## config.mk

```make
export PLATFORM = sky130hd
export DESIGN_NAME = matmul_result_drain
export DESIGN_NICKNAME = d
export VERILOG_FILES = /design/src/rtl/matmul_result_drain.sv
export SDC_FILE = /design/constraint.sdc
export NUM_CORES = 1
export LEC_CHECK = 0
export BUFFER_PORTS_ARGS = -buffer_cell sky130_fd_sc_hd__buf_4
export CAP_MARGIN = 5
export CORE_MARGIN = 2
export CORE_UTILIZATION = 50
export DETAILED_ROUTE_END_ITERATION = 16
export PLACE_DENSITY_LB_ADDON = 0.08
export REMOVE_ABC_BUFFERS = 1
export SLEW_MARGIN = 20
export SYNTH_ARGS = -nofsm -noshare
export SYNTH_HDL_FRONTEND = slang
export SYNTH_SLANG_ARGS = --single-unit
```

## constraint.sdc

```tcl
create_clock -name clk -period 4.7 [get_ports clk]
set_input_delay 0.235 -clock clk [delete_from_list [all_inputs] [get_ports clk]]
set_output_delay 0.235 -clock clk [all_outputs]
set_load 0.05 [all_outputs]
```

## src/rtl/matmul_result_drain.sv

```systemverilog
// Drains the two C output banks of the matmul through the external BRAM
// port and streams one row per beat over a valid/ready link.
module matmul_result_drain #(
    parameter int DWIDTH            = 8,
    parameter int MAT_MUL_SIZE      = 8,
    parameter int AWIDTH            = 11,
    parameter int ADDR_STRIDE_WIDTH = 8,
    parameter int C_BANK_SEL_BASE   = 4
) (
    input  logic                           clk,
    input  logic                           reset,
    input  logic                           start,
    input  logic [AWIDTH-1:0]              base_addr,
    input  logic [ADDR_STRIDE_WIDTH-1:0]   addr_stride,
    input  logic [3:0]                     num_rows,
    output logic                           busy,
    output logic                           done,
    output logic [7:0]                     bram_select,
    output logic [AWIDTH-1:0]              bram_addr,
    output logic [MAT_MUL_SIZE-1:0]        bram_we,
    output logic [MAT_MUL_SIZE*DWIDTH-1:0] bram_wdata,
    input  logic [MAT_MUL_SIZE*DWIDTH-1:0] bram_rdata,
    output logic [MAT_MUL_SIZE*DWIDTH-1:0] out_data,
    output logic                           out_valid,
    input  logic                           out_ready,
    output logic                           out_bank,
    output logic                           out_last
);

    localparam int RW = MAT_MUL_SIZE * DWIDTH;
    localparam logic [2:0] S_IDLE    = 3'd0;
    localparam logic [2:0] S_ISSUE   = 3'd1;
    localparam logic [2:0] S_BANK_SW = 3'd2;
    localparam logic [2:0] S_FLUSH   = 3'd3;
    localparam logic [2:0] S_DONE    = 3'd4;
    localparam logic [3:0] MAX_ROWS  = 4'(MAT_MUL_SIZE);
    localparam logic [7:0] SEL_BASE  = 8'(C_BANK_SEL_BASE);

    logic [2:0]        state_q, state_d;
    logic [AWIDTH-1:0] base_q, base_d;
    logic [AWIDTH-1:0] stride_q, stride_d;
    logic [AWIDTH-1:0] addr_q, addr_d;
    logic [3:0]        nrows_q, nrows_d;
    logic [3:0]        row_q, row_d;
    logic              bank_q, bank_d;
    logic              infl_q, infl_d;
    logic              infl_bank_q, infl_bank_d;
    logic              infl_last_q, infl_last_d;
    logic [RW-1:0]     fifo_data_q [2];
    logic [RW-1:0]     fifo_data_d [2];
    logic              fifo_bank_q [2];
    logic              fifo_bank_d [2];
    logic              fifo_last_q [2];
    logic              fifo_last_d [2];
    logic              wr_ptr_q, wr_ptr_d;
    logic              rd_ptr_q, rd_ptr_d;
    logic [1:0]        count_q, count_d;

    logic pop;
    logic issue;
    logic last_row;

    always_comb begin
        state_d     = state_q;
        base_d      = base_q;
        stride_d    = stride_q;
        addr_d      = addr_q;
        nrows_d     = nrows_q;
        row_d       = row_q;
        bank_d      = bank_q;
        fifo_data_d = fifo_data_q;
        fifo_bank_d = fifo_bank_q;
        fifo_last_d = fifo_last_q;
        wr_ptr_d    = wr_ptr_q;
        rd_ptr_d    = rd_ptr_q;

        pop      = (count_q != 2'd0) && out_ready;
        last_row = (row_q == nrows_q - 4'd1);
        // Credit counts the slot freed by a same-cycle pop so the
        // pipeline sustains one read per cycle with a 2-entry FIFO.
        issue    = (state_q == S_ISSUE) &&
                   (({1'b0, count_q} - {2'b0, pop} + {2'b0, infl_q}) < 3'd2);

        infl_d      = issue;
        infl_bank_d = bank_q;
        infl_last_d = bank_q && last_row;

        if (infl_q) begin
            fifo_data_d[wr_ptr_q] = bram_rdata;
            fifo_bank_d[wr_ptr_q] = infl_bank_q;
            fifo_last_d[wr_ptr_q] = infl_last_q;
            wr_ptr_d = ~wr_ptr_q;
        end
        if (pop) begin
            rd_ptr_d = ~rd_ptr_q;
        end
        count_d = count_q + {1'b0, infl_q} - {1'b0, pop};

        case (state_q)
            S_IDLE: begin
                if (start) begin
                    base_d   = base_addr;
                    stride_d = AWIDTH'(addr_stride);
                    addr_d   = base_addr;
                    nrows_d  = (num_rows > MAX_ROWS) ? MAX_ROWS : num_rows;
                    row_d    = 4'd0;
                    bank_d   = 1'b0;
                    state_d  = (num_rows == 4'd0) ? S_FLUSH : S_ISSUE;
                end
            end
            S_ISSUE: begin
                if (issue) begin
                    addr_d = addr_q + stride_q;
                    if (last_row) begin
                        row_d   = 4'd0;
                        state_d = bank_q ? S_FLUSH : S_BANK_SW;
                    end else begin
                        row_d = row_q + 4'd1;
                    end
                end
            end
            S_BANK_SW: begin
                bank_d  = 1'b1;
                row_d   = 4'd0;
                addr_d  = base_q;
                state_d = S_ISSUE;
            end
            S_FLUSH: begin
                if (!infl_q &&
                    (count_q == 2'd0 || (count_q == 2'd1 && pop))) begin
                    state_d = S_DONE;
                end
            end
            S_DONE:  state_d = S_IDLE;
            default: state_d = S_IDLE;
        endcase
    end

    always_ff @(posedge clk) begin
        if (reset) begin
            state_q     <= S_IDLE;
            base_q      <= '0;
            stride_q    <= '0;
            addr_q      <= '0;
            nrows_q     <= '0;
            row_q       <= '0;
            bank_q      <= 1'b0;
            infl_q      <= 1'b0;
            infl_bank_q <= 1'b0;
            infl_last_q <= 1'b0;
            fifo_data_q <= '{default: '0};
            fifo_bank_q <= '{default: 1'b0};
            fifo_last_q <= '{default: 1'b0};
            wr_ptr_q    <= 1'b0;
            rd_ptr_q    <= 1'b0;
            count_q     <= 2'd0;
        end else begin
            state_q     <= state_d;
            base_q      <= base_d;
            stride_q    <= stride_d;
            addr_q      <= addr_d;
            nrows_q     <= nrows_d;
            row_q       <= row_d;
            bank_q      <= bank_d;
            infl_q      <= infl_d;
            infl_bank_q <= infl_bank_d;
            infl_last_q <= infl_last_d;
            fifo_data_q <= fifo_data_d;
            fifo_bank_q <= fifo_bank_d;
            fifo_last_q <= fifo_last_d;
            wr_ptr_q    <= wr_ptr_d;
            rd_ptr_q    <= rd_ptr_d;
            count_q     <= count_d;
        end
    end

    // Select follows bank_q, which only flips when leaving BANK_SW.
    assign bram_select = SEL_BASE + {7'd0, bank_q};
    assign bram_addr   = addr_q;
    assign bram_we     = '0;
    assign bram_wdata  = '0;
    assign busy        = (state_q == S_ISSUE) || (state_q == S_BANK_SW) ||
                         (state_q == S_FLUSH);
    assign done        = (state_q == S_DONE);
    assign out_valid   = (count_q != 2'd0);
    assign out_data    = fifo_data_q[rd_ptr_q];
    assign out_bank    = fifo_bank_q[rd_ptr_q];
    assign out_last    = fifo_last_q[rd_ptr_q];

endmodule

```

==> run metrics <==
final WL=20.22 mm; Root Buffer Master=clkbuf_16; row count=47; count of cells resized by post-cts repair=0; RePlAce Congestion=0.7936; clock latency on the worst-skew pair=0.43 ns; Final ANT Viol Nets=0; Seq cells post-synth=181; Tmin final=2.896 ns; Critical Path RT=5.05 ns; Cell Pwr Density=479.5 mW/mm²; initial antenna violation count=0; total power=4884 µW; number of buffers added for setup after CTS=0; Nets=1305; synth top area cells=dfxtp_1, nand2_1, a21oi_1, mux2_2, buf_4; post-DR wirelength/cell=14.12 µm; dominant synthesized flop cell=dfxtp_1; max cap viols=0; dpl cell area=0.009632 mm²; Final setup viols=0; Die Height=135.2 µm; Worst Path Arrival=3.25 ns; IO Count=251; most common cell in the netlist=nand2_1; Mapped Area=0.008610 mm²; DRC=0; DP Wirelength=12.80 mm; register area share after synthesis=42.09%; fin area=0.01018 mm²; Syn-to-layout area delta=18.30%; Die Width=135.2 µm; die area=0.01828 mm²; Critical Path End Type=flop; clk buf depth=2; clock transition time at the flip-flop clock pins of the worst setup and hold paths=0.07 ns; total grt overflow=0; cts-stage hold buffer count=0; LEAKAGE=0.004180 µW; Slew headroom=28.62%; maximum clock rate=345.3 MHz; Mean Syn Cell Area=7.987 µm²; htree depth=4; Layout Cells excl Fill=1432; run status=finished clean; Post-synth EDFFs=0; YS warnings=0; kind of critical path=reg2reg; top cell type's share of synthesized area=42.09%; Post-synth top cells=nand2_1, dfxtp_1, a21oi_1; core area=0.01670 mm²; vias in the first global route=6411; Via density=5.022; TritonCTS clock tree=done; CTS Buf Count=17; startpoint types=flop; placed insts=1401; synthesized instance count=1078; share of layout cells above drive strength 1=23.35%; Slew Limit Fails=0; total global routing track utilization=21.29%; clock skew=0.005467 ns; Hold Path Class=in2reg; maximum number of pins on one net before global-route repair=68; first-pass GRT wire length=31.46 mm; DR iter-0 viols=454; Worst VDD drop=0.2977 mV; crit share post-route=61.63%; hold_ws=0.04479 ns; Via Count=7192; RSZ-0062 raised after global routing=no; DR pass1 iterations=4; peak fanout along the critical path=17; Sink Count=181; setup TNS=0 ns; post-synthesis async set-or-reset flop share=0%; Initial Utilization=51.55%; Cell variety after synth=56; Final Hold Fails=0; Diodes inserted=0; Synth area leader=dfxtp_1; I/O Buffers=171; worst slew pin tran=1.066 ns
## cells in the final DEF (no fill, tap or decap), types with 8 or more instances in the layout
cell type,count
nor2b_1,12
conb_1,79
o21ai_0,14
nor2_1,20
clkbuf_16,17
ha_1,12
dfxtp_1,180
nand2_1,327
inv_1,8
a21oi_1,177
mux2_2,66
buf_4,178
## path summary, 6_finish.rpt
check	from	end	slack [ns]	cells after the start
max reg2reg	count_q[1]$_SDFF_PP0_	bram_addr[1]$_SDFFE_PP0P_	1.80	12
max	count_q[1]$_SDFF_PP0_	bram_addr[1]$_SDFFE_PP0P_	1.80	12
min reg2reg	infl_bank_q$_SDFF_PP0_	fifo_bank_q[1]$_SDFFE_PP0P_	0.45	2
min	addr_stride[0]	stride_q[0]$_SDFFE_PP0P_	0.04	3
## stage by stage
stage	util, %	setup WS [ns]
5_1_grt	60.98	1.573
3_3_place_gp	57.67	1.862
3_5_place_dp	57.67	1.809
6_report	60.98	1.804
2_1_floorplan	-	1.625
4_1_cts	60.98	1.794
## layer usage
layer  vias up  GRT usage [%]  wire, µm
met5         -              0         0
met4         0          6.887       285
met3        23          3.816      1037
met2       196          34.21      9475
met1      3284          29.14      9423
li1       3689              -         -
## kinds of logic after synthesis
logic type	count (synthesis)	synth area share, %
buf+inv	161	10.80
fa+ha+maj	14	2.209
flops	181	42.09
xor+xnor	10	1.017
mux	70	9.098
simple gates	408	19.72
compound gates	232	14.98
other cells	2	0.08723
## registers in the layout (all words and copies together), names as in the netlist, 2 cells and up
name	count
fifo_last_q	2
fifo_data_q	128
state_q	3
stride_q	8
row_q	4
base_q	11
nrows_q	4
bram_addr	11
fifo_bank_q	2
count_q	2
## worst max-delay path, stage by stage, from the launching register on
cell      delay [ns]
dfxtp_1         0.33
inv_1           0.10
nand2_1         0.08
and2_1          0.18
ha_1            0.27
inv_1           0.04
ha_1            0.18
fa_1            0.38
xnor2_1         0.17
or2_1           0.33
a21oi_4         0.42
o221ai_1        0.20
a21oi_1         0.17
## where the power goes
group / switching [µW] / internal (µW) / leakage (µW)
Combinational: 1100 / 553 / 0.00244
Sequential: 193 / 1690 / 0.00147
Clock: 584 / 765 / 0.000272
## layout make-up
type | count | area (µm²)
Clock buffer | 22 | 474.2
Sequential cell | 181 | 3627
Tap cell | 220 | 275.3
Fill cell | 1620 | 6516
Clock inverter | 9 | 78.83
Timing Repair Buffer | 178 | 1336
Multi-Input combinational cell | 813 | 4359
Inverter | 9 | 33.78
Note: power is estimated with default switching activity, not from simulation.
